===== src/rtl/switch_debounce_irq.sv =====
// Slide-switch conditioner: two-flop synchronizer, settle-counter debounce,
// and a sticky per-bit changed mask that drives a registered interrupt request.
module switch_debounce_irq #(
    parameter int          WIDTH           = 8,
    parameter int          DEBOUNCE_CYCLES = 500000,
    parameter int          CNT_W           = 20,
    parameter logic [15:0] ACK_LOC         = 16'hCFFF
) (
    input  logic             clk,
    input  logic             reset,
    input  logic [WIDTH-1:0] sw_raw,
    input  logic [15:0]      cpu_addr,
    input  logic             cpu_wren,
    input  logic [15:0]      cpu_wdata,
    output logic [WIDTH-1:0] sw_stable,
    output logic [WIDTH-1:0] changed_mask,
    output logic             irq
);

    typedef enum logic {
        IDLE   = 1'b0,
        SETTLE = 1'b1
    } state_e;

    localparam logic [CNT_W-1:0] CNT_LAST = CNT_W'(DEBOUNCE_CYCLES - 1);
    localparam logic [CNT_W-1:0] CNT_ONE  = CNT_W'(1);

    state_e             state_q, state_d;
    logic [WIDTH-1:0]   sync1_q, sync2_q;
    logic [WIDTH-1:0]   snap_q, snap_d;
    logic [CNT_W-1:0]   cnt_q, cnt_d;
    logic [WIDTH-1:0]   sw_stable_q, sw_stable_d;
    logic [WIDTH-1:0]   changed_mask_q, changed_mask_d;
    logic               irq_q, irq_d;
    logic               commit;
    logic [WIDTH-1:0]   clr, set;

    // Upper write-data bits are not part of the acknowledge word.
    logic unused_wdata;
    assign unused_wdata = ^cpu_wdata;

    // NOTE: every register updates with <= so all flops sample pre-edge values,
    // which is what makes sync2 lag sync1 by exactly one cycle.
    always_ff @(posedge clk) begin
        if (reset) begin
            state_q        <= IDLE;
            sync1_q        <= '0;
            sync2_q        <= '0;
            snap_q         <= '0;
            cnt_q          <= '0;
            sw_stable_q    <= '0;
            changed_mask_q <= '0;
            irq_q          <= 1'b0;
        end else begin
            state_q        <= state_d;
            sync1_q        <= sw_raw;
            sync2_q        <= sync1_q;
            snap_q         <= snap_d;
            cnt_q          <= cnt_d;
            sw_stable_q    <= sw_stable_d;
            changed_mask_q <= changed_mask_d;
            irq_q          <= irq_d;
        end
    end

    // NOTE: defaults at the top of each always_comb keep every path assigned,
    // so no latches are inferred.
    always_comb begin
        state_d = state_q;
        snap_d  = snap_q;
        cnt_d   = cnt_q;
        commit  = 1'b0;
        unique case (state_q)
            IDLE: begin
                if (sync2_q != sw_stable_q) begin
                    snap_d  = sync2_q;
                    cnt_d   = '0;
                    state_d = SETTLE;
                end
            end
            SETTLE: begin
                if (sync2_q != snap_q) begin
                    snap_d = sync2_q;
                    cnt_d  = '0;
                end else if (cnt_q == CNT_LAST) begin
                    commit  = 1'b1;
                    state_d = IDLE;
                end else begin
                    cnt_d = cnt_q + CNT_ONE;
                end
            end
            default: state_d = IDLE;
        endcase
    end

    // A set on the commit edge overrides a same-cycle acknowledge of that bit.
    always_comb begin
        clr            = (cpu_wren && (cpu_addr == ACK_LOC)) ? cpu_wdata[WIDTH-1:0] : '0;
        set            = commit ? (snap_q ^ sw_stable_q) : '0;
        sw_stable_d    = commit ? snap_q : sw_stable_q;
        changed_mask_d = (changed_mask_q & ~clr) | set;
        irq_d          = |changed_mask_d;
    end

    assign sw_stable    = sw_stable_q;
    assign changed_mask = changed_mask_q;
    assign irq          = irq_q;

endmodule


===== config.mk =====
export PLATFORM = sky130hd
export DESIGN_NAME = switch_debounce_irq
export DESIGN_NICKNAME = d
export VERILOG_FILES = /design/src/rtl/switch_debounce_irq.sv
export SDC_FILE = /design/constraint.sdc
export NUM_CORES = 1
export LEC_CHECK = 0
export CAP_MARGIN = 30
export CORE_MARGIN = 2
export CORE_UTILIZATION = 45
export DETAILED_ROUTE_END_ITERATION = 7
export GPL_TIMING_DRIVEN = 0
export PLACE_DENSITY = 0.79
export SYNTH_ARGS = -nofsm -noshare
export SYNTH_HDL_FRONTEND = slang
export SYNTH_SLANG_ARGS = --single-unit

===== constraint.sdc =====
create_clock -name clk -period 3.5 [get_ports clk]
set_input_delay 0.7 -clock clk [delete_from_list [all_inputs] [get_ports clk]]
set_output_delay 0.7 -clock clk [all_outputs]
set_load 0.005 [all_outputs]

==> out/metrics.cfg <==
[place]
place_area_sq_um=3287
hpwl_after_detailed_placement_microns=4203
place_congestion=0.8433
placement.setup.worst_slack_ps=817.9
port-buffer-count=50

[floorplan]
fp.coreArea_sq_um=5851
io_count=60
fp.dieArea_sq_um=6619
chipWidth_microns=81.36
fp.dieH_microns=81.36
row_count=28
initial_core_util_pct=46.02

[timing]
finalWorstPathRequiredPeriod_ps=2322
count_of_final_max_slew_check_failures=0
post-route-period-util_pct=66.34
hold_viol_final=0
max_slew_margin_pct=61.27
setup_tns_ps=0
worst_slew_pin_slew_ps=576.6
fin_skew_ps=5.377
unrepaired_setup_endpoints_after_global_routing=false
timing.final.setup_violations=0
clock.fmax_mhz=430.7
final_critical_path_setup_slack_ps=1178

[global_routing]
grt-ovfl-total=0
gr-usage-all-layers_pct=19.20
grt_max_degree=12
grt_pass1_wl_microns=9570
first_global_vias=2175
grt_antenna_before_repair=0

[logic_synthesis]
post_synth_main_area_contributors=sky130_fd_sc_hd__dfxtp_1, sky130_fd_sc_hd__xor2_1, sky130_fd_sc_hd__a21oi_1, sky130_fd_sc_hd__nor2b_1, sky130_fd_sc_hd__nand2_1
postSynthRegisterBits=62
netlist-cell-type-count=40
ys_warn_count=0
syn_avg_cell_area_sq_um=9.127
synthesis.area_sq_um=2693
synth_nets=339
synth_area_leader_cell=sky130_fd_sc_hd__dfxtp_1
netlist_instances=295
fraction_of_the_yosys_area_taken_by_sequential_cells_pct=46.10
yosysTopAreaCellShare_pct=46.10

[cells_and_area]
drive_gt1_share_pct=6.389
flow.area_growth_from_synthesis_pct=30.81
fin_nets=400
finalInstanceArea_sq_um=3522
diodes=0
final_util_pct=60.20

[setup_path]
arrival_ps=2520
critical_path.endpoint=irq$_SDFF_PP0_
crit_path_start_kind=input port
critical_path.startpoint=cpu_addr[3]
crit_path_max_fanout=6
worst_ep_required_time_ps=3700
critPathKind=in -> reg
r2r_slack_ps=1260
rr_worst_depth=7
worstReg2RegEnd=cnt_q[0]$_SDFFE_PP0P_
cp_endpoint_kind=flip-flop
r2r_start=cnt_q[5]$_SDFFE_PP0P_

[min_path]
worstHoldPathType=reg -> reg

[route]
avgViaCountPerCell=5.161
dr_total_vias=2245
drt-total-wl_microns=5687
initialDrtViolationCount=68
drc=0
dr.pass1.iters=4
antenna_left=0
route.detailed.wl_per_inst_microns=13.07

[cts]
postCtsSetupRepairBufs=0
later_pin_clock_latency_in_the_skew_report_ps=340
clock_tree.buffer_depth=2
cts_resized=0
clock_pin_slew_worst_setup_and_hold_paths_ps=70
tritoncts=built
cts_num_sinks=62
cts.root.buffer_cell=sky130_fd_sc_hd__clkbuf_8
cts_buffers=9
post_cts_hold_buffer_count=0
h_tree_level_count=3

[job]
max_cap_viol_count=0

[power_and_ir_drop]
p_per_area_nw_per_um2=455.1
vdd.ir_drop.worst_mv=0.2563
cellLeakagePower_uw=0.001398

[status]
run_status=finished, final reports clean

worst min-delay path by stage:
stage	startpoint	endpoint	slack, ps	cells after the start
after floorplan	sync1_q[0]$_SDFF_PP0_	sync2_q[0]$_SDFF_PP0_	410	1
after global placement	sync1_q[1]$_SDFF_PP0_	sync2_q[1]$_SDFF_PP0_	420	1
after detailed placement	sync1_q[3]$_SDFF_PP0_	sync2_q[3]$_SDFF_PP0_	420	1
after CTS	sync1_q[0]$_SDFF_PP0_	sync2_q[0]$_SDFF_PP0_	440	1
after global routing	sync1_q[5]$_SDFF_PP0_	sync2_q[5]$_SDFF_PP0_	460	1
final	sync1_q[0]$_SDFF_PP0_	sync2_q[0]$_SDFF_PP0_	430	1
where the power goes:
group / total (uW) / leakage (uW) / switching, uW / internal (uW)
Sequential: 733 / 0.000504 / 12.6 / 720
Combinational: 135 / 0.000779 / 66.1 / 69.1
Clock: 735 / 0.000115 / 267 / 468
Total: 1600 / 0.00140 / 345 / 1260
per-stage QoR:
step	total power (uW)	hold slack, ps	instances
after floorplan	824.1	413.8	295
after detailed placement	883.2	420.4	420
final	1603	431.1	435
after global routing	1665	459.3	435
after global placement	880.3	418.6	420
after CTS	1618	435.5	435
state kept, by name (all words and copies together), names as in the netlist:
| signal | cells |
|---|---|
| snap_q | 8 |
| irq | 1 |
| sync1_q | 8 |
| sync2_q | 8 |
| cnt_q | 20 |
| sw_stable | 8 |
| state_q | 1 |
| changed_mask | 8 |
Yosys cell counts:
cell	number
sky130_fd_sc_hd__dfxtp_1	62
sky130_fd_sc_hd__xor2_1	33
sky130_fd_sc_hd__nand2_1	27
sky130_fd_sc_hd__nor2_1	25
sky130_fd_sc_hd__a21oi_1	23
sky130_fd_sc_hd__nor2b_1	17
sky130_fd_sc_hd__o21ai_0	12
sky130_fd_sc_hd__nand3_1	11
sky130_fd_sc_hd__mux2i_1	8
sky130_fd_sc_hd__nand4_1	8
sky130_fd_sc_hd__nor4_1	8
sky130_fd_sc_hd__clkbuf_1	7
sky130_fd_sc_hd__or4_1	5
sky130_fd_sc_hd__a21boi_0	4
sky130_fd_sc_hd__nor3_1	4
sky130_fd_sc_hd__o21a_1	4
sky130_fd_sc_hd__or3_1	4
sky130_fd_sc_hd__and3_1	3
sky130_fd_sc_hd__a21o_1	2
sky130_fd_sc_hd__a41oi_1	2
sky130_fd_sc_hd__buf_4	2
sky130_fd_sc_hd__inv_1	2
sky130_fd_sc_hd__nand4b_1	2
sky130_fd_sc_hd__o211ai_1	2
sky130_fd_sc_hd__o31a_1	2
sky130_fd_sc_hd__o31ai_1	2
sky130_fd_sc_hd__a211oi_1	1
sky130_fd_sc_hd__a31oi_1	1
sky130_fd_sc_hd__and2_1	1
sky130_fd_sc_hd__and4_1	1
sky130_fd_sc_hd__buf_1	1
sky130_fd_sc_hd__buf_2	1
sky130_fd_sc_hd__buf_6	1
sky130_fd_sc_hd__ha_1	1
sky130_fd_sc_hd__nand4_4	1
sky130_fd_sc_hd__nor2_8	1
sky130_fd_sc_hd__nor4_2	1
sky130_fd_sc_hd__o21ai_2	1
sky130_fd_sc_hd__or4b_1	1
sky130_fd_sc_hd__xnor2_1	1
final cells by class:
| type | instances | area [sq um] |
|---|---|---|
| Buffer | 12 | 61.31 |
| Clock buffer | 9 | 123.9 |
| Clock inverter | 6 | 111.4 |
| Fill cell | 499 | 2328 |
| Inverter | 2 | 7.507 |
| Multi-Input combinational cell | 219 | 1383 |
| Sequential cell | 62 | 1241 |
| Tap cell | 75 | 93.84 |
| Timing Repair Buffer | 50 | 500.5 |
placed cells by master (no fill, tap or decap), drive strengths merged, types with 3 or more instances in the layout:
cell,n
dfxtp,62
xor2,33
buf,5
or3,4
clkbuf,16
o21a,4
clkdlybuf4s50,50
bufinv,3
nand3,11
nor4,9
a21oi,23
nor3,4
nor2,26
o21ai,13
nand4,9
nor2b,17
a21boi,4
and3,3
or4,5
nand2,27
mux2i,8
worst max-delay path, stage by stage:
cell and delay, ps:
sky130_fd_sc_hd__clkdlybuf4s50_1 470, sky130_fd_sc_hd__nand4_1 110, sky130_fd_sc_hd__nor4_1 300, sky130_fd_sc_hd__and3_1 300, sky130_fd_sc_hd__a21boi_0 170, sky130_fd_sc_hd__nor4_1 320, sky130_fd_sc_hd__a41oi_1 140
cells by family after synthesis:
logic type	after synthesis	share of synthesized area (%)
adder cells (fa/ha/maj)	1	0.4646
XOR/XNOR	34	11.06
AND/OR/NAND/NOR	120	24.30
multiplexers	8	2.974
flip-flops	62	46.10
AO/OA/AOI/OAI	56	12.55
buffers and inverters	14	2.556
metal layers:
layer	routed length, microns	track usage [%]	share of wire, %
met3	277	4.667	4.9
met2	2553	29.43	45
met4	182	12.54	3.2
met1	2673	23.93	47
met5	0	0	0
Power figures use the tool's default switching activity.
